<file path="config.mk">
export PLATFORM = sky130hd
export DESIGN_NAME = uart_tx_arb
export DESIGN_NICKNAME = d
export VERILOG_FILES = /design/src/rtl/uart_tx_arb.sv
export SDC_FILE = /design/constraint.sdc
export NUM_CORES = 1
export LEC_CHECK = 0
export CORE_ASPECT_RATIO = 0.75
export CORE_UTILIZATION = 49
export CTS_CLUSTER_DIAMETER = 150
export CTS_CLUSTER_SIZE = 8
export DETAILED_ROUTE_END_ITERATION = 16
export DONT_BUFFER_PORTS = 1
export PLACE_DENSITY_LB_ADDON = 0.15
export SETUP_SLACK_MARGIN = 0.2
export SYNTH_ARGS = -nofsm -noshare
export SYNTH_HDL_FRONTEND = slang
export SYNTH_SLANG_ARGS = --single-unit
</file>
<file path="constraint.sdc">
create_clock -name clk -period 2.5 [get_ports clk]
set_input_delay 0.75 -clock clk [delete_from_list [all_inputs] [get_ports clk]]
set_output_delay 0.75 -clock clk [all_outputs]
set_load 0.02 [all_outputs]
</file>
<file path="src/rtl/uart_tx_arb.sv">
// ----------------------------------------------------------------------------
// uart_tx_arb
//
// Arbitration and sequencing controller that shares one UART transmit byte
// engine between NUM_REQ word-level requesters. A granted requester hands
// over a 32-bit word and a byte count. The word is then fed to the engine
// one byte at a time, least-significant byte first. Completion is reported
// once per word.
//
// Configuration macro:
//   UART_TX_ARB_FIXED_PRI_EN - when defined, the lowest requester index always
//                              wins and rr_ptr is held at 0. When undefined
//                              (the default), round-robin arbitration starts
//                              the search at rr_ptr.
//
// Parameters:
//   NUM_REQ       number of requesters (2..8)
//   GID_W         requester ID width, 2**GID_W >= NUM_REQ
//
// Ports:
//   clk           system clock, rising edge
//   rst_n         asynchronous active-low reset
//   req_valid     per-requester word valid, held until accepted
//   req_data      32-bit word per requester, requester i at [32i+31:32i]
//   req_len       byte count minus one per requester, requester i at [2i+1:2i]
//   req_ready     registered one-hot accept
//   tx_start      one-cycle start pulse to the byte engine
//   tx_byte       byte for the engine, stable from tx_start to the next start
//   tx_busy       engine is serialising
//   tx_done       engine finished the stop bit (one-cycle pulse)
//   arb_busy      controller is not idle
//   grant_id      requester currently granted or being served
//   word_done     one-cycle pulse when the last byte of a word completes
//   word_done_id  requester ID qualified by word_done
// ----------------------------------------------------------------------------
module uart_tx_arb #(
    parameter int NUM_REQ = 4,
    parameter int GID_W   = 2
) (
    input  logic                   clk,
    input  logic                   rst_n,
    input  logic [NUM_REQ-1:0]     req_valid,
    input  logic [NUM_REQ*32-1:0]  req_data,
    input  logic [NUM_REQ*2-1:0]   req_len,
    output logic [NUM_REQ-1:0]     req_ready,
    output logic                   tx_start,
    output logic [7:0]             tx_byte,
    input  logic                   tx_busy,
    input  logic                   tx_done,
    output logic                   arb_busy,
    output logic [GID_W-1:0]       grant_id,
    output logic                   word_done,
    output logic [GID_W-1:0]       word_done_id
);

    typedef enum logic [1:0] {
        IDLE,
        GRANT,
        SEND,
        WAIT
    } state_t;

    localparam logic [GID_W:0]   NUM_REQ_X = (GID_W+1)'(NUM_REQ);
    localparam logic [GID_W-1:0] LAST_ID   = GID_W'(NUM_REQ - 1);

    state_t             state;
    logic [GID_W-1:0]   rr_ptr;
    logic [31:0]        shift_reg;
    logic [1:0]         len;
    logic [1:0]         byte_cnt;

    logic [GID_W-1:0]   winner;
    logic [NUM_REQ-1:0] winner_oh;
    logic [GID_W:0]     probe;
    logic               found;

    logic               sel_valid;
    logic [31:0]        sel_data;
    logic [1:0]         sel_len;

    logic [GID_W-1:0]   next_rr;

    // Round-robin search: probe indices rr_ptr, rr_ptr+1, ... with an explicit
    // wrap at NUM_REQ so non-power-of-2 requester counts never probe a
    // nonexistent index. The first valid requester found wins. probe is one
    // bit wider than an ID so the sum before the wrap cannot overflow.
    always_comb begin
        winner    = '0;
        winner_oh = '0;
        found     = 1'b0;
        probe     = '0;
        for (int k = 0; k < NUM_REQ; k++) begin
            probe = {1'b0, rr_ptr} + (GID_W+1)'(k);
            if (probe >= NUM_REQ_X) begin
                probe = probe - NUM_REQ_X;
            end
            for (int j = 0; j < NUM_REQ; j++) begin
                if (!found && req_valid[j] && (probe == (GID_W+1)'(j))) begin
                    found        = 1'b1;
                    winner       = GID_W'(j);
                    winner_oh[j] = 1'b1;
                end
            end
        end
    end

    // Select the valid, word and length of the currently granted requester,
    // used to confirm the handshake and capture the word in GRANT.
    always_comb begin
        sel_valid = 1'b0;
        sel_data  = '0;
        sel_len   = '0;
        for (int j = 0; j < NUM_REQ; j++) begin
            if (grant_id == GID_W'(j)) begin
                sel_valid = req_valid[j];
                sel_data  = req_data[32*j +: 32];
                sel_len   = req_len[2*j +: 2];
            end
        end
    end

    // Pointer value after a completed word: the requester after the one just
    // served. Fixed priority keeps the search anchored at requester 0.
`ifdef UART_TX_ARB_FIXED_PRI_EN
    assign next_rr = '0;
`else
    assign next_rr = (grant_id == LAST_ID) ? '0 : grant_id + 1'b1;
`endif

    // Main sequencer. All outputs are registered here, so no input reaches an
    // output combinationally. tx_start and word_done default low every cycle,
    // which makes them single-cycle pulses. An aborted grant (valid dropped
    // during GRANT) returns to IDLE without touching rr_ptr, so the same
    // requester order is searched again.
    always_ff @(posedge clk or negedge rst_n) begin
        if (!rst_n) begin
            state        <= IDLE;
            rr_ptr       <= '0;
            shift_reg    <= '0;
            len          <= '0;
            byte_cnt     <= '0;
            req_ready    <= '0;
            tx_start     <= 1'b0;
            tx_byte      <= 8'h00;
            arb_busy     <= 1'b0;
            grant_id     <= '0;
            word_done    <= 1'b0;
            word_done_id <= '0;
        end else begin
            tx_start  <= 1'b0;
            word_done <= 1'b0;
            case (state)
                IDLE: begin
                    if (found) begin
                        grant_id  <= winner;
                        req_ready <= winner_oh;
                        arb_busy  <= 1'b1;
                        state     <= GRANT;
                    end
                end
                GRANT: begin
                    req_ready <= '0;
                    if (sel_valid) begin
                        shift_reg <= sel_data;
                        len       <= sel_len;
                        byte_cnt  <= '0;
                        state     <= SEND;
                    end else begin
                        arb_busy <= 1'b0;
                        state    <= IDLE;
                    end
                end
                SEND: begin
                    if (!tx_busy) begin
                        tx_start <= 1'b1;
                        tx_byte  <= shift_reg[7:0];
                        state    <= WAIT;
                    end
                end
                WAIT: begin
                    if (tx_done) begin
                        if (byte_cnt == len) begin
                            word_done    <= 1'b1;
                            word_done_id <= grant_id;
                            rr_ptr       <= next_rr;
                            arb_busy     <= 1'b0;
                            state        <= IDLE;
                        end else begin
                            shift_reg <= {8'h00, shift_reg[31:8]};
                            byte_cnt  <= byte_cnt + 2'd1;
                            state     <= SEND;
                        end
                    end
                end
                default: begin
                    state <= IDLE;
                end
            endcase
        end
    end

endmodule
</file>
==> results.sh <==
export IMPL_worst_pin_slew_ps=510
export IMPL_critPathRequiredTime_ps=2750
export IMPL_core_mm2=0.00733
export IMPL_synthCells=421
export IMPL_start_util_pct=50.4
export IMPL_dr_total_vias=3097
export IMPL_path_cells="inv_1, ha_1, buf_4, a211oi_1, o21ai_1, a21oi_4, buf_12, o21ai_0, o21ai_0"
export IMPL_setup_viol_count_final=0
export IMPL_async_flop_share_pct=100
export IMPL_leakage_uw=0.00154
export IMPL_place_hpwl_mm=6.76
export IMPL_critPathTopFamily="compound AO/OA/AOI/OAI gates"
export IMPL_crit_type="reg2reg"
export IMPL_largest_register_ffs=32
export IMPL_die_height_um=77.2
export IMPL_syn_area_mm2=0.00369
export IMPL_crit_arrival_ps=2360
export IMPL_synth_warnings=0
export IMPL_p_switching_uw=2560
export IMPL_critPathLaunchType="flip-flop"
export IMPL_cp_depth=9
export IMPL_post_synth_cell_area_avg_um2=8.78
export IMPL_io_pins=163
export IMPL_cp_num_buf_inv=3
export IMPL_dieArea_mm2=0.00790
export IMPL_yosysSeqAreaShare_pct=40.0
export IMPL_nFillCells=719
export IMPL_internal_power_uw=3080
export IMPL_maxCapViolCount=0
export IMPL_diodes=0
export IMPL_synth_edf_count=0
export IMPL_drv_slew=0
export IMPL_hp_class="in2async"
export IMPL_fin_crit_ps=2110
export IMPL_clock_sinks=59
export IMPL_place_inst=496
export IMPL_p_clk_share_pct=13.9
export IMPL_combPwrFrac_pct=53.6
export IMPL_slowest_stage="dfrtp_1"
export IMPL_synth_area_top_cells="dfrtp_1, nand2_1, a221oi_1, nor2b_1, o21ai_1"
export IMPL_setup_tns_ps=0
export IMPL_stdcell_count=511
export IMPL_reg2reg_depth=9
export IMPL_rsz0062_at_grt="no"
export IMPL_grt_pass1_wl_mm=14.4
export IMPL_synth_top_area_cell="dfrtp_1"
export IMPL_cts_tree="yes"
export IMPL_maxSlewHeadroom_pct=65.8
export IMPL_routedWlPerCell_um=18.0
export IMPL_clock_skew_ps=9.09
export IMPL_grt_pass1_vias=2896
export IMPL_power_density_mw_per_mm2=1440
export IMPL_antenna_found_initial=0
export IMPL_nets=554
export IMPL_drtIter0Drc=114
export IMPL_cpMostUsedCell="o21ai_0"
export IMPL_path_max_fanout=42
export IMPL_critical_path_max_stage_delay_ps=420
export IMPL_place_ws_ps=325
export IMPL_synth_flop_cell="dfrtp_1"
export IMPL_peakVddDrop_mv=0.676
export IMPL_synth_distinct_cells=36
export IMPL_synth_seq_cells=59
export IMPL_p_sw_share_pct=45.4
export IMPL_drc=0
export IMPL_routed_via_density=6.06
export IMPL_cts_root_buf="clkbuf_8"
export IMPL_synthTopCellsByCount="nand2_1, dfrtp_1, o21ai_1, nor2b_1, o21ai_0"
export IMPL_grt_overflow=0
export IMPL_die_width_um=102
export IMPL_end_kind="flip-flop"
export IMPL_clockBufferDepth=2
export IMPL_cts_buffers=9
export IMPL_hold_violations=0
export IMPL_drive_gt1_share_pct=12.7
export IMPL_clk_pin_slew_worst_paths_ps=70
export IMPL_insertion_delay_ps=330
export IMPL_area_growth_pct=5.76
export IMPL_post_cts_setup_buffer_count=0
export IMPL_htreeDepth=3
export IMPL_ant_nets=0
export IMPL_syn_nets=569
export IMPL_track_usage_pct=23.7
export IMPL_fin_hold_ws_ps=110
export IMPL_wirelength_mm=9.19
export IMPL_synth_top_area_share_pct=40.0
export IMPL_num_rows=27
export IMPL_post_route_period_util_pct=84.3
export IMPL_gp_routability_congestion=0.798
export IMPL_fin_util_pct=53.3
export IMPL_clock_fmax_ghz=0.475
export IMPL_status="finished clean"
export IMPL_numPortBuffers=0
export IMPL_setup_slack_ps=394
export IMPL_pwr_share_seq_pct=32.5
export IMPL_grt_max_degree=60
export IMPL_yosysMostFrequentCell="nand2_1"
export IMPL_first_pass_iters=5
## timing repair
item	in CTS	in global routing
endpoints found under the hold margin	0	0
gates resized for setup	0	2
endpoints found under the setup margin	0	4
hold buffers	0	0
## worst reg2reg max path, cell delays in order (launching register included)
cell      delay (ps)
dfrtp_1          420
inv_1             90
ha_1             240
buf_4            230
a211oi_1         240
o21ai_1          190
a21oi_4          220
buf_12           220
o21ai_0          110
o21ai_0           70
## cell usage in the layout (no fill, tap or decap), drive strengths merged, types with 13 or more instances in the layout
master	instances
buf	13
dfrtp	59
clkbuf	13
o311ai	24
a21oi	21
nor3	13
nor2b	35
o21ai	71
a221oi	33
nand2	76
## area by class of cell
class	instances	area [um^2]	share of cell area (%)
Multi-Input combinational cell	318	1980	50.8
Sequential cell	59	1480	37.8
Clock buffer	13	169	4.32
Tap cell	101	126	3.23
Timing Repair Buffer	13	123	3.14
Inverter	5	18.8	0.480
Clock inverter	2	10.0	0.256
## worst paths after layout
path                       slack (ps)            end          from
min reg2reg                       480   shift_reg[7]  shift_reg[7]
min in group clk                  480   shift_reg[7]  shift_reg[7]
min                               110   req_ready[0]         rst_n
max in group asynchronous        2270  shift_reg[25]         rst_n
max reg2reg                       390    byte_cnt[1]   grant_id[1]
max                               390    byte_cnt[1]   grant_id[1]
## kinds of logic (layout without fill, tap and decap cells)
kind of cell             Yosys count  count (layout)  share of synthesized area (%)
flip-flops                        59              59                           40.0
AND/OR/NAND/NOR                  140             140                           19.2
buffers and inverters             44              33                           6.74
multiplexers                      11              11                           3.35
XOR/XNOR                           2               2                          0.474
adder cells (fa/ha/maj)            4               4                           1.35
AO/OA/AOI/OAI                    161             161                           29.0
## per-layer routing
metal	vias to the layer above	track usage (%)	routed length (um)
met4	0	6.86	136
li1	1518	-	-
met3	12	6.47	639
met1	1443	31.3	4230
met5	-	0	0
met2	124	37.9	4180
## metrics by stage
stage	power [uW]	cell area (um^2)
after floorplan	4270	3690
after global placement	4780	3730
after detailed placement	4890	3730
after CTS	5680	3910
after global routing	6140	3910
final	5640	3910
## power by group through the flow
stage	Clock, uW	Combinational (uW)	Sequential (uW)
floorplan	0	2530	1730
detailed placement	0	3030	1850
global placement	0	2940	1840
global route	851	3400	1890
CTS	801	3040	1840
finish	785	3020	1830
(Power assumes the default switching activity.)
